--- config.mk ---
export PLATFORM = sky130hd
export DESIGN_NAME = vs_spi_responder
export DESIGN_NICKNAME = d
export VERILOG_FILES = /design/src/rtl/vs_spi_responder.sv
export SDC_FILE = /design/constraint.sdc
export NUM_CORES = 1
export LEC_CHECK = 0
export CAP_MARGIN = 20
export CORE_ASPECT_RATIO = 0.6
export CORE_MARGIN = 3
export CORE_UTILIZATION = 55
export CTS_BUF_LIST = sky130_fd_sc_hd__clkbuf_16
export CTS_CLUSTER_DIAMETER = 30
export DETAILED_ROUTE_END_ITERATION = 8
export GPL_TIMING_DRIVEN = 0
export PLACE_DENSITY = 0.75
export SLEW_MARGIN = 20
export SYNTH_ARGS = -nofsm -noshare
export SYNTH_HDL_FRONTEND = slang
export SYNTH_SLANG_ARGS = --single-unit
--- constraint.sdc ---
create_clock -name clk -period 4.5 [get_ports clk]
set_input_delay 1.35 -clock clk [delete_from_list [all_inputs] [get_ports clk]]
set_output_delay 1.35 -clock clk [all_outputs]
set_load 0.005 [all_outputs]
--- src/rtl/vs_spi_responder.sv ---
// VS10xx-style SPI responder: SCI register file, SDI word FIFO with DREQ flow control.
// Define SCI_READ_EN to enable SCI read (op 0x03) with data shifted out on so.
module vs_spi_responder #(
  parameter int unsigned FIFO_DEPTH  = 32,
  parameter int unsigned DREQ_THRESH = 16,
  parameter int unsigned BOOT_CYCLES = 64
) (
  input  logic        clk,
  input  logic        rst,
  input  logic        xrset,
  input  logic        xcs,
  input  logic        xdcs,
  input  logic        sclk,
  input  logic        si,
  output logic        dreq,
  output logic        so,
  output logic [15:0] data_out,
  output logic        data_valid,
  input  logic        data_ready,
  output logic [15:0] mode,
  output logic [15:0] vol,
  output logic        frame_err,
  output logic        overflow
);

  localparam int unsigned AW = $clog2(FIFO_DEPTH);
  localparam int unsigned CW = AW + 1;
  localparam int unsigned BW = $clog2(BOOT_CYCLES + 1);

  localparam logic [1:0] S_IDLE = 2'd0;
  localparam logic [1:0] S_SCI  = 2'd1;
  localparam logic [1:0] S_SDI  = 2'd2;
  localparam logic [1:0] S_WAIT = 2'd3;

  // Input synchronisers and SCLK edge history
  logic [1:0] xcs_sq, xdcs_sq, sclk_sq, si_sq, xrset_sq;
  logic       sclk_prev_q;

  always_ff @(posedge clk or posedge rst) begin
    if (rst) begin
      xcs_sq      <= 2'b11;
      xdcs_sq     <= 2'b11;
      sclk_sq     <= 2'b00;
      si_sq       <= 2'b00;
      xrset_sq    <= 2'b11;
      sclk_prev_q <= 1'b0;
    end else begin
      xcs_sq      <= {xcs_sq[0], xcs};
      xdcs_sq     <= {xdcs_sq[0], xdcs};
      sclk_sq     <= {sclk_sq[0], sclk};
      si_sq       <= {si_sq[0], si};
      xrset_sq    <= {xrset_sq[0], xrset};
      sclk_prev_q <= sclk_sq[1];
    end
  end

  logic xcs_s, xdcs_s, si_s, hard_rst, sclk_rise;
  assign xcs_s     = xcs_sq[1];
  assign xdcs_s    = xdcs_sq[1];
  assign si_s      = si_sq[1];
  assign hard_rst  = ~xrset_sq[1];
  assign sclk_rise = sclk_sq[1] & ~sclk_prev_q;

  // Frame FSM: bit counter, shift register, conflict tracking
  logic [1:0]  state_q, state_d;
  logic [4:0]  cnt_q, cnt_d;
  logic [31:0] shift_q, shift_d;
  logic        conflict_q, conflict_d;
  logic        frame_err_q, frame_err_d;
  logic        sci_done_q, sci_done_d;
  logic        sdi_done_q, sdi_done_d;

  always_comb begin
    state_d     = state_q;
    cnt_d       = cnt_q;
    shift_d     = shift_q;
    conflict_d  = conflict_q;
    frame_err_d = 1'b0;
    sci_done_d  = 1'b0;
    sdi_done_d  = 1'b0;
    if (xdcs_s) conflict_d = 1'b0;
    case (state_q)
      S_IDLE: begin
        cnt_d = 5'd0;
        if (!xcs_s) begin
          state_d = S_SCI;
          if (!xdcs_s) begin
            conflict_d  = 1'b1;
            frame_err_d = 1'b1;
          end
        end else if (!xdcs_s) begin
          state_d = S_SDI;
        end
      end
      S_SCI: begin
        if (xcs_s) begin
          state_d     = xdcs_s ? S_IDLE : S_WAIT;
          frame_err_d = (cnt_q != 5'd0);
          cnt_d       = 5'd0;
        end else begin
          if (!xdcs_s && !conflict_q) begin
            conflict_d  = 1'b1;
            frame_err_d = 1'b1;
          end
          if (sclk_rise) begin
            shift_d    = {shift_q[30:0], si_s};
            cnt_d      = cnt_q + 5'd1;
            sci_done_d = (cnt_q == 5'd31);
          end
        end
      end
      S_SDI: begin
        if (!xcs_s) begin
          // SCI pre-empts an SDI window; its partial word is dropped
          state_d     = S_SCI;
          cnt_d       = 5'd0;
          conflict_d  = 1'b1;
          frame_err_d = 1'b1;
        end else if (xdcs_s) begin
          state_d     = S_IDLE;
          frame_err_d = (cnt_q[3:0] != 4'd0);
          cnt_d       = 5'd0;
        end else if (sclk_rise) begin
          shift_d    = {shift_q[30:0], si_s};
          cnt_d      = {1'b0, cnt_q[3:0] + 4'd1};
          sdi_done_d = (cnt_q[3:0] == 4'd15);
        end
      end
      default: begin
        cnt_d = 5'd0;
        if (!xcs_s)      state_d = S_SCI;
        else if (xdcs_s) state_d = S_IDLE;
      end
    endcase
  end

  always_ff @(posedge clk or posedge rst) begin
    if (rst) begin
      state_q     <= S_IDLE;
      cnt_q       <= 5'd0;
      shift_q     <= 32'd0;
      conflict_q  <= 1'b0;
      frame_err_q <= 1'b0;
      sci_done_q  <= 1'b0;
      sdi_done_q  <= 1'b0;
    end else if (hard_rst) begin
      state_q     <= S_IDLE;
      cnt_q       <= 5'd0;
      shift_q     <= 32'd0;
      conflict_q  <= 1'b0;
      frame_err_q <= 1'b0;
      sci_done_q  <= 1'b0;
      sdi_done_q  <= 1'b0;
    end else begin
      state_q     <= state_d;
      cnt_q       <= cnt_d;
      shift_q     <= shift_d;
      conflict_q  <= conflict_d;
      frame_err_q <= frame_err_d;
      sci_done_q  <= sci_done_d;
      sdi_done_q  <= sdi_done_d;
    end
  end

  // SCI command decode, one cycle after the 32nd bit
  logic [7:0]  sci_op, sci_addr;
  logic [15:0] sci_data;
  logic        write_c, soft_rst;
  assign sci_op   = shift_q[31:24];
  assign sci_addr = shift_q[23:16];
  assign sci_data = shift_q[15:0];
  assign write_c  = sci_done_q && (sci_op == 8'h02) && (sci_addr[7:4] == 4'd0);
  assign soft_rst = write_c && (sci_addr[3:0] == 4'd0) && sci_data[2];

  logic [15:0] regs_q [16];

  always_ff @(posedge clk or posedge rst) begin
    if (rst) begin
      for (int i = 0; i < 16; i++) regs_q[i] <= (i == 0) ? 16'h0800 : 16'h0000;
    end else if (hard_rst) begin
      for (int i = 0; i < 16; i++) regs_q[i] <= (i == 0) ? 16'h0800 : 16'h0000;
    end else if (soft_rst) begin
      for (int i = 1; i < 16; i++) regs_q[i] <= 16'h0000;
      regs_q[0] <= sci_data & ~16'h0004;
    end else if (write_c) begin
      regs_q[sci_addr[3:0]] <= sci_data;
    end
  end

  // SDI FIFO; a pop frees a slot for a push in the same cycle
  logic [15:0]   mem_q [FIFO_DEPTH];
  logic [AW:0]   wp_q, wp_d, rp_q, rp_d;
  logic [CW-1:0] count_q, count_d;
  logic          overflow_q, overflow_d;
  logic          full_c, pop_c, push_c;
  logic [BW-1:0] boot_q, boot_d;
  logic          dreq_q, dreq_d;

  assign count_q = wp_q - rp_q;
  assign full_c  = (count_q == CW'(FIFO_DEPTH));
  assign pop_c   = (wp_q != rp_q) && data_ready;
  assign push_c  = !hard_rst && !soft_rst && sdi_done_q && (!full_c || pop_c);

  always_comb begin
    wp_d       = wp_q;
    rp_d       = rp_q;
    overflow_d = overflow_q;
    boot_d     = boot_q;
    if (hard_rst) begin
      wp_d       = '0;
      rp_d       = '0;
      overflow_d = 1'b0;
      boot_d     = BW'(BOOT_CYCLES);
    end else if (soft_rst) begin
      wp_d   = '0;
      rp_d   = '0;
      boot_d = BW'(BOOT_CYCLES);
    end else begin
      if (pop_c)  rp_d = rp_q + 1'b1;
      if (push_c) wp_d = wp_q + 1'b1;
      else if (sdi_done_q) overflow_d = 1'b1;
      if (boot_q != '0) boot_d = boot_q - 1'b1;
    end
    count_d = wp_d - rp_d;
    dreq_d  = (boot_d == '0) && (count_d <= CW'(FIFO_DEPTH - DREQ_THRESH));
  end

  always_ff @(posedge clk or posedge rst) begin
    if (rst) begin
      wp_q       <= '0;
      rp_q       <= '0;
      overflow_q <= 1'b0;
      boot_q     <= BW'(BOOT_CYCLES);
      dreq_q     <= 1'b0;
    end else begin
      wp_q       <= wp_d;
      rp_q       <= rp_d;
      overflow_q <= overflow_d;
      boot_q     <= boot_d;
      dreq_q     <= dreq_d;
    end
  end

  always_ff @(posedge clk) begin
    if (push_c) mem_q[wp_q[AW-1:0]] <= sci_data;
  end

`ifdef SCI_READ_EN
  // Read data: first bit presented after the address, later bits on SCLK falling edges
  logic        sclk_fall;
  logic [15:0] rd_q, rd_d;
  logic        rd_act_q, rd_act_d;
  logic        so_q, so_d;
  assign sclk_fall = ~sclk_sq[1] & sclk_prev_q;

  always_comb begin
    rd_d     = rd_q;
    rd_act_d = rd_act_q;
    so_d     = so_q;
    if (soft_rst || state_q != S_SCI) begin
      rd_act_d = 1'b0;
      so_d     = 1'b0;
    end else if (sclk_rise && cnt_q == 5'd15) begin
      rd_act_d = (shift_d[15:8] == 8'h03);
      rd_d     = (shift_d[7:4] == 4'd0) ? regs_q[shift_d[3:0]] : 16'h0000;
      so_d     = rd_act_d && rd_d[15];
    end else if (sclk_fall && rd_act_q && cnt_q > 5'd16) begin
      so_d = rd_q[14];
      rd_d = {rd_q[14:0], 1'b0};
    end
  end

  always_ff @(posedge clk or posedge rst) begin
    if (rst) begin
      rd_q     <= 16'h0000;
      rd_act_q <= 1'b0;
      so_q     <= 1'b0;
    end else if (hard_rst) begin
      rd_q     <= 16'h0000;
      rd_act_q <= 1'b0;
      so_q     <= 1'b0;
    end else begin
      rd_q     <= rd_d;
      rd_act_q <= rd_act_d;
      so_q     <= so_d;
    end
  end

  assign so = so_q;
`else
  assign so = 1'b0;
`endif

  assign dreq       = dreq_q;
  assign data_out   = mem_q[rp_q[AW-1:0]];
  assign data_valid = (wp_q != rp_q);
  assign mode       = regs_q[0];
  assign vol        = regs_q[11];
  assign frame_err  = frame_err_q;
  assign overflow   = overflow_q;

endmodule

* Word level (Yosys, flattened, before mapping)
Memory sizes are Yosys's and may differ from the RTL's.
Index checks and enable logic that the tools add are counted.
** Word-level totals
- Output and inout port bits :: 53
- Memories kept :: 1
- Flip-flop bits (word level) :: 331
- Input bits :: 8
- RAM bits :: 512
** Memories
- mem_q :: depth 32, width 16, rd ports 1, clocked after memory_dff 0, wr ports 1, RTL line 191 : logic [15:0] mem_q [FIFO_DEPTH];
** Operators by class
- Reduce and logical (&&, ||, !) cells :: 27
- $add $sub $neg :: 7
- Magnitude comparators :: 3
- Equality and inequality tests :: 20
- Mux-type cells :: 67
- Bitwise logic cells :: 3
** Operators with widths (count)
- 256-bit two-way mux :: 3
- 256-bit bitwise mux :: 1
- 32-bit two-way mux :: 5
- 16-bit demux with 4-bit select :: 1
- 32-bit one-hot mux with 2 select lines :: 1
- 6-bit two-way mux :: 6
- 5-bit two-way mux :: 6
- 1-bit two-way mux :: 29
- 7-bit two-way mux :: 3
- 16-bit two-way mux :: 1
- 2-bit two-way mux :: 7
- 6-bit by 1-bit adder with 6-bit output, second input constant :: 2
- 3-bit inequality test, second input constant :: 4
- 6-bit subtractor :: 2
- 1-bit logical AND :: 11
- 5-bit one-hot mux with 2 select lines :: 1
- 8-bit by 2-bit equality test with 1-bit output, second input constant :: 1
- 4-bit logical NOT :: 2
- 4-bit inequality test, second input constant :: 2
- 7-bit logical NOT :: 1
- 7-bit nonzero test :: 1
- 7-bit by 1-bit subtractor with 7-bit output, second input constant :: 1
- 6-bit equality test, second input constant :: 1
- 6-bit by 5-bit less-or-equal comparator with 1-bit output, second input constant :: 1
- other kinds (27) :: 34

* Longest topological paths before layout
- Word-level depth :: 15
- Mapped depth :: 21
- Mapped depth without buffers :: 17

* Least setup slack after synthesis
Ideal clock, no wire load.
- Path kind :: register -> register
- From :: register rp_q[1]
- To :: register dreq_q (netlist: dreq)
- Period minus slack after synthesis :: 4.286 ns
- Required time :: 4.377 ns
- Library setup time :: 0.123 ns
- Setup slack :: 0.214 ns
- Stages on the path, launching flop included :: 22
- Arrival :: 4.162 ns
- Cell sequence :: dfrtp_1 > clkbuf_1 > clkbuf_1 > clkbuf_1 > inv_1 > ha_1 > and3b_1 > nor4_2 > nor3b_2 > o41a_1 > nand3_1 > buf_6 > xor2_2 > nor2_1 > ha_1 > or2_2 > o311ai_1 > nand2b_1 > a21oi_1 > xnor2_1 > nand2b_1 > mux2i_1
** Between the ends
- Longest elaborated chain between the ends :: 11
** RTL lines
- from (decl) :: RTL line 192 : logic [AW:0] wp_q, wp_d, rp_q, rp_d;
- from (signal assigned) :: RTL line 237 : rp_q <= rp_d;
- 6-bit subtractor :: RTL line 199 : assign count_q = wp_q - rp_q;
- 6-bit equality test :: RTL line 200 : assign full_c = (count_q == CW'(FIFO_DEPTH));
- 1-bit logical NOT :: RTL line 202 : assign push_c = !hard_rst && !soft_rst && sdi_done_q && (!full_c || pop_c);
- 1-bit logical OR (*) :: RTL line 202
- 1-bit logical AND (*) :: RTL line 202
- 6-bit two-way mux (*) :: RTL line 220 : if (push_c) wp_d = wp_q + 1'b1;
- 6-bit two-way mux (*) :: RTL line 214 : end else if (soft_rst) begin
- 6-bit two-way mux (*) :: RTL line 209 : if (hard_rst) begin
- named net wp_d[2] :: RTL line 192
- 6-bit subtractor (*) :: RTL line 224 : count_d = wp_d - rp_d;
- 6-bit by 5-bit less-or-equal comparator with 1-bit output (*) :: RTL line 225 : dreq_d = (boot_d == '0) && (count_d <= CW'(FIFO_DEPTH - DREQ_THRESH));
- 1-bit logical AND (*) :: RTL line 225
- named net dreq_d :: RTL line 197 : logic dreq_q, dreq_d;
- to (signal assigned) :: RTL line 240 : dreq_q <= dreq_d;
- to (decl) :: RTL line 197
Mark *: on every way through the listed nets, which the timed path passes. The rest lies on a longest branch.
A chain may end at the register's enable or synchronous reset.

* Worst setup path in the final report
- From :: register rp_q[0]
- To :: output port data_out[1]
** Between the ends
- Longest elaborated chain between the ends :: 1
** RTL lines
- memory 32 x 16 bit
- to (decl) :: RTL line 17 : output logic [15:0] data_out,
Every way passes these cells.

==> results.md <==
- WP buf/inv: 5
- Slew Limit Fails: 0
- Clock tree buffer depth: 3
- PD cells: 436 nW/µm²
- Syn_area_per_cell: 18.3 µm²
- GRT Residual Overflow: 0
- Drt first pass iters: 6
- Synth Instances: 1,354
- Post-synth EDFFs: approximately 510
- Xor and xnor fraction of the mapped netlist area: 0.597%
- Synth top cells by count: edfxtp_1, nand2_1, mux4_2
- Vias per cell: 6.40
- Crit path max-delay family: multiplexers
- Vias in the first global route: 13,600
- First DRT Iteration DRCs: 2,124
- Ratio of final minimum period to clock period: 100%
- Max-cap violations: 0
- Worst EP arrival: between 3 and 4 ns
- Simple-Gate Fraction of Synth Area: 5.80%
- Critical Path Source Type: flop
- Top Ports: between 60 and 70
- Die Y: 170 µm
- Die X: ~280 µm
- P&R area growth vs syn: 21.2%
- Detail Route Antenna Nets: 0
- Crit path largest cell delay: 0.54 ns
- Post-layout min period: around 4.5 ns
- Total number of H-tree levels: 3
- Area share of fa/ha/maj cells after synthesis: 1.21%
- Critical-path cell list: buf_12 > buf_12 > buf_4 > buf_4 > mux4_2 > mux4_2 > nand2_1 > nand2_1 > clkdlybuf4s15_1
- Mapped Area: 24,700 µm²
- Yosys Warn Count: 0
- Leakage: 0.0105 µW
- Violated checks: negative setup slack
- Net Count, Synth: approximately 1,400
- Crit-path max FO: 8
- First-pass GRT wire length: ~93,000 µm
- Clock latency on the worst-skew pair: 0.61 ns
- CTS tree: built
- Worst vdd ir: 0.329 mV
- Drc violations: 0
- Worst Tran Pin Value: slightly below 1 ns
- Die Area: ~48,000 µm²
- RSZ-0062 raised after global routing: true
- Max Fclk: about 220 MHz
- Compound-cell area share of the yosys netlist: between 2 and 2.5%
- Mux contribution to synthesized area: ~15%
- Worst slew margin: 34.2%
- Finished Core Util: 68.4%
- Core area: 43,800 µm²
- Post-layout nets: ~1,600
- Root Driver: clkbuf_16
- Ys flop type: edfxtp_1
- Required @ worst endpoint: 3.15 ns
- I/O Buffers: 59
- Fin Clk Skew: 0.0225 ns
- Area share of the largest cell type after synthesis: between 60 and 70%
- Initial antenna violation count: 2
- Status: finished with violations
- Ys async rst share: 17.3%
- WS Path Type: flop to output port
- Yosys cell types: 66
- Post-DP HPWL: just under 40,000 µm
- Count leader, synth: edfxtp_1
- Worst min-delay path category: flop to flop
- Largest family of logic cells by synthesized area: multiplexers
- Largest net degree at the start of global routing: a little over 60
- Post-synth top area cell: edfxtp_1
- Total CTS buffers: 83
- Post-Route WL: 63,100 µm
- Final WS setup: -0.00143 ns
- Slowest CP cell: mux4_2
- GRT Total Usage: 27.1%
- #FFs+latches synth: 619
- Dpl cells: 2,017
- Wirelength per Cell: 28.6 µm
- Synth area leaders: edfxtp_1, mux4_2, dfrtp_1
- Vias: 14,100
- Endpoint type of the worst setup path: output port
- Final setup violation count: 1
- Layout Cells excl Fill: about 2,200
- Final Hold Vio Count: 0
- Row count: 59
- Routability Congestion: 0.873
- Fraction of layout cells with a size suffix above 1: 30.9%
- Initial cell density of the core: 56.4%
- Clock Sinks: between 600 and 700
- Post-synthesis sequential area ratio: 73.0%
- Clock-pin transition on the worst setup and hold timing paths: 0.06 ns
[cells by family (layout without fill, tap and decap cells)]
logic type / after synthesis / count (layout)
other cells: 1 / 2
compound gates: 97 / 97
simple gates: 327 / 327
buf+inv: 92 / 360
flops: 619 / 619
fa+ha+maj: 24 / 24
xor+xnor: 16 / 16
mux: 178 / 178
[worst register-to-register path, stage by stage, from the launching register on]
cell,delay [ns]
dfrtp_1,0.58
inv_1,0.13
ha_1,0.42
nand3_1,0.19
o21bai_2,0.28
nor3b_4,0.19
o41a_1,0.51
nand3_2,0.14
buf_8,0.13
xor2_2,0.13
nor2_1,0.07
ha_1,0.32
or2_2,0.31
o31ai_2,0.23
a21oi_1,0.07
nor4_2,0.36
nand2b_1,0.09
mux2i_1,0.16
[final cells by class]
cell class                 count  area [µm²]
buffer                        64         529
fill                        2677       13900
antenna                        1        2.50
clock inverter                65         711
timing repair buffer         124        1270
multi-input combinational    643        6470
tap                          579         724
sequential                   619       18100
inverter                      23        96.3
clock buffer                  84        2100
[report_power, final]
| group | switching, µW | internal, µW | leakage (µW) |
|---|---|---|---|
| registers | 35.4 | 6170 | 0.00647 |
| logic | 142 | 85.3 | 0.00268 |
| clock network | 2630 | 4010 | 0.00138 |
| total | 2810 | 10300 | 0.0105 |
[final timing paths]
| path | depth (start not counted) | slack (ns) | end | start |
|---|---|---|---|---|
| min | 0 | 0.35 | xdcs_sq[1]$_DFF_PP1_ | xdcs_sq[0]$_DFF_PP1_ |
| min reg2reg | 0 | 0.35 | xdcs_sq[1]$_DFF_PP1_ | xdcs_sq[0]$_DFF_PP1_ |
| max reg2reg | 17 | 0.09 | dreq$_DFF_PP0_ | rp_q[3]$_DFF_PP0_ |
| max in group asynchronous | 3 | 2.60 | xrset_sq[1]$_DFF_PP1_ | rst |
| min in group asynchronous | 2 | 1.19 | cnt_q[4]$_DFFE_PP0P_ | rst |
| max | 9 | -0.001 | data_out[1] | rp_q[0]$_DFF_PP0_ |
[what timing repair did]
action / in CTS / in global routing
gates cloned: 1 / 0
buffers inserted: 11 / 29
pin swaps: 0 / 4
setup endpoints to repair: 520 / 34
resized for setup: 86 / 52
hold buffers: 0 / 0
[metal layers]
metal  GRT usage (%)  vias to the layer above  wire [µm]
li1                -                     5724          -
met1            42.1                     7266      25400
met2            38.2                      962      27400
met3            7.71                      135       8470
met4            7.49                        0       1770
met5               0                        -          0
[state kept, by name, summed over array words and instances (netlist names), 5 cells and up]
signal and count:
vol 16, mem_q 512, mode 16, rp_q 6, boot_q 7, shift_q 32
wp_q 6, cnt_q 5
[placed cells by master (no fill, tap or decap), drive strengths merged, types with 4 or more instances in the layout]
cell type,netlist,layout
o21ai,25,25
nand2,171,171
a21oi,45,45
nand2b,11,11
ha,24,24
clkbuf,31,112
o31ai,4,4
nor3,8,8
and2,4,4
clkdlybuf4s50,0,43
nand3,18,18
mux2i,17,17
bufinv,0,9
dfstp,8,8
or3,5,5
buf,38,101
dfrtp,99,99
nor2b,6,6
edfxtp,512,512
xor2,5,5
mux4,160,160
nand3b,4,4
clkinvlp,0,7
inv,23,46
xnor2,11,11
dlygate4sd2,0,7
dlymetal6s2s,0,6
clkinv,0,26
nor4,6,6
nor2,78,78
[stage by stage]
step	setup TNS, ns	hold WS (ns)	power, µW	worst slack (ns)	area (µm²)
detailed placement	-216.78	0.347	6540	-1.16	26500
global placement	-647.30	0.344	6530	-1.28	26100
floorplan	0	0.331	6480	0.214	24700
global route	-0.202	0.356	13400	-0.189	30000
finish	-0.00143	0.351	13100	-0.00143	30000
CTS	-0.590	0.355	13100	-0.102	29600
No activity file was read; power rests on OpenSTA's default activity.
==> patch (same flow settings) <==
`wp_q` and `rp_q` no longer have a reset.
--- a/src/rtl/vs_spi_responder.sv
+++ b/src/rtl/vs_spi_responder.sv
@@ -229,4 +229,2 @@
     if (rst) begin
-      wp_q       <= '0;
-      rp_q       <= '0;
       overflow_q <= 1'b0;
@@ -235,4 +233,2 @@
     end else begin
-      wp_q       <= wp_d;
-      rp_q       <= rp_d;
       overflow_q <= overflow_d;
@@ -241,2 +237,7 @@
     end
+  end
+
+  always_ff @(posedge clk) begin
+    wp_q <= wp_d;
+    rp_q <= rp_d;
   end
Function: not settled (the Yosys comparison gave no result); the edit may change what the design does.
==> patch against the original RTL <==
- largest cell class unchanged
- total power up 0.49%
- sequential share of layout area down 0.072 points
- clock skew up 0.0090 ns
- global-route usage up 0.071 points
- routed wire length up 1.7%
- synthesized area down 0.36%
- utilization about the same
- highest routed layer is now met5
- sequential cell count unchanged
- clock power up 0.9%
- sequential power about the same
- cell area down 0.21%
- worst setup slack better by 0.0051 ns
==> patch: results (changes against the original RTL) <==
* Status: finished clean (was finished, violations left)
* Final wirelength at 64180 µm (was 63080 µm)
* Pleak at 10.48 nW (was 10.54 nW)
* Met3 Track Usage GR at 0.08913 (was 0.07706)
* Final RePlAce weighted congestion at 0.9455 (was 0.8730)
* Clk Latency, worst-skew pair at 0.63 ns (was 0.61 ns)
* Largest net degree at the start of global routing at 56 (was 61)
* Synth cell count leaders: edfxtp_1 (512), nand2_1 (171), mux4_2 (160) (unchanged)
* Final net count at 1585 (was 1590)
* Worst-Margin Slew at 0.9882 ns (was 0.9852 ns)
* Post-synthesis xor/xnor area fraction at 0.008677 (was 0.005966)
* Syn Area/Cell at 18.21 µm² (was 18.28 µm²)
* CTS Buf Count at 87 (was 83)
* Met2 global-route usage at 0.3771 (was 0.3823)
* Sequential area share after synthesis at 0.7301 (was 0.7299)
* Fill cells at 2694 (was 2677)
* Max reg flops at 512 (unchanged)
* Met2 WL at 27210 µm (was 27410 µm)
* Initial antenna violation count at 9 (was 2)
* Via/cell ratio at 6.397 (about the same)
* Clk_skew at 0.03157 ns (was 0.02253 ns)
* Setup Slack @ Placement at -1.189 ns (was -1.161 ns)
* DR iter-0 viols at 1995 (was 2124)
* GR Util met1 at 0.4223 (was 0.4209)
* Share of cells above drive strength 1 at 0.2991 (was 0.3095)
* Synth Area in Adders at 0.01218 (was 0.01213)
* Vias post-DR at 14100 (was 14090)
* Met3 WL post-DR at 9392 µm (was 8466 µm)
* Max VDD drop at 0.3248 mV (was 0.3291 mV)
* Compound-Gate Fraction of Synth Area at 0.02116 (was 0.02437)
* Crit path largest cell delay at 0.58 ns (was 0.54 ns)
* Synth cell types at 60 (was 66)
* M1 WL at 25910 µm (was 25430 µm)
* Antenna cells at 0 (was 1)
* Pre-antenna DRT Iters at 5 (was 6)
* Top post-synthesis cells by area: edfxtp_1 (62%), mux4_2 (15%), dfrtp_1 (8.8%) (was edfxtp_1 (62%), mux4_2 (15%), dfrtp_1 (10%))
* Multiplexer area fraction after synthesis at 0.1526 (was 0.1529)
* Switching Fraction at 0.2235 (was 0.2149)
* Global-route wire length before repair at 92180 µm (was 92710 µm)
* Placed cell area at 26410 µm² (was 26520 µm²)
* Ys async rst share at 0.1535 (was 0.1729)
* Top Metal Used: met5 (was met4)
* Inst Count DP at 2014 (was 2017)
## patch: repair_timing
action,4_1_cts,5_1_grt
gates resized for setup,96,31
pin swaps,1,2
gates cloned,2,2
setup buffers,7,20
setup endpoints to repair,514,11
## patch: power by group through the flow
stage / clock (W) / combinational [W] / sequential (W)
3_5_place_dp: 0 / 0.000231 / 0.00631
4_1_cts: 0.00673 / 0.000233 / 0.00620
6_report: 0.00670 / 0.000233 / 0.00620
5_1_grt: 0.00698 / 0.000263 / 0.00620
2_1_floorplan: 0 / 0.000171 / 0.00630
3_3_place_gp: 0 / 0.000213 / 0.00631
## patch: final cells by class
type / instances / area (µm²) / area share
plain buffers: 64 / 494.2 / 0.01651
clock buffers: 87 / 2177 / 0.07275
clock inverters: 74 / 723.2 / 0.02417
inverters: 25 / 100.1 / 0.003345
multi-input cells: 644 / 6419 / 0.2145
flip-flops and latches: 619 / 18030 / 0.6024
well taps: 579 / 724.4 / 0.02421
repair buffers: 112 / 1261 / 0.04214
## patch: critical path: cells and delay by family, from the launching register on
family | cells | cell delay (ns)
muxes | 2 | 1.06
buffers and inverters | 4 | 0.80
DFF | 1 | 0.46
and+or+nand+nor | 2 | 0.22
## patch: final timing paths
| kind | cells past startpoint | slack, ns | from | endpoint |
|---|---|---|---|---|
| max reg2reg | 20 | 0.11 | rp_q[1] | dreq |
| min | 0 | 0.34 | si_sq[0] | si_sq[1] |
| max | 8 | 0.004 | rp_q[0] | data_out[1] |
| max in group asynchronous | 3 | 2.71 | rst | xrset_sq[1] |
| min reg2reg | 0 | 0.34 | si_sq[0] | si_sq[1] |
| min in group asynchronous | 2 | 1.12 | rst | vol[6] |
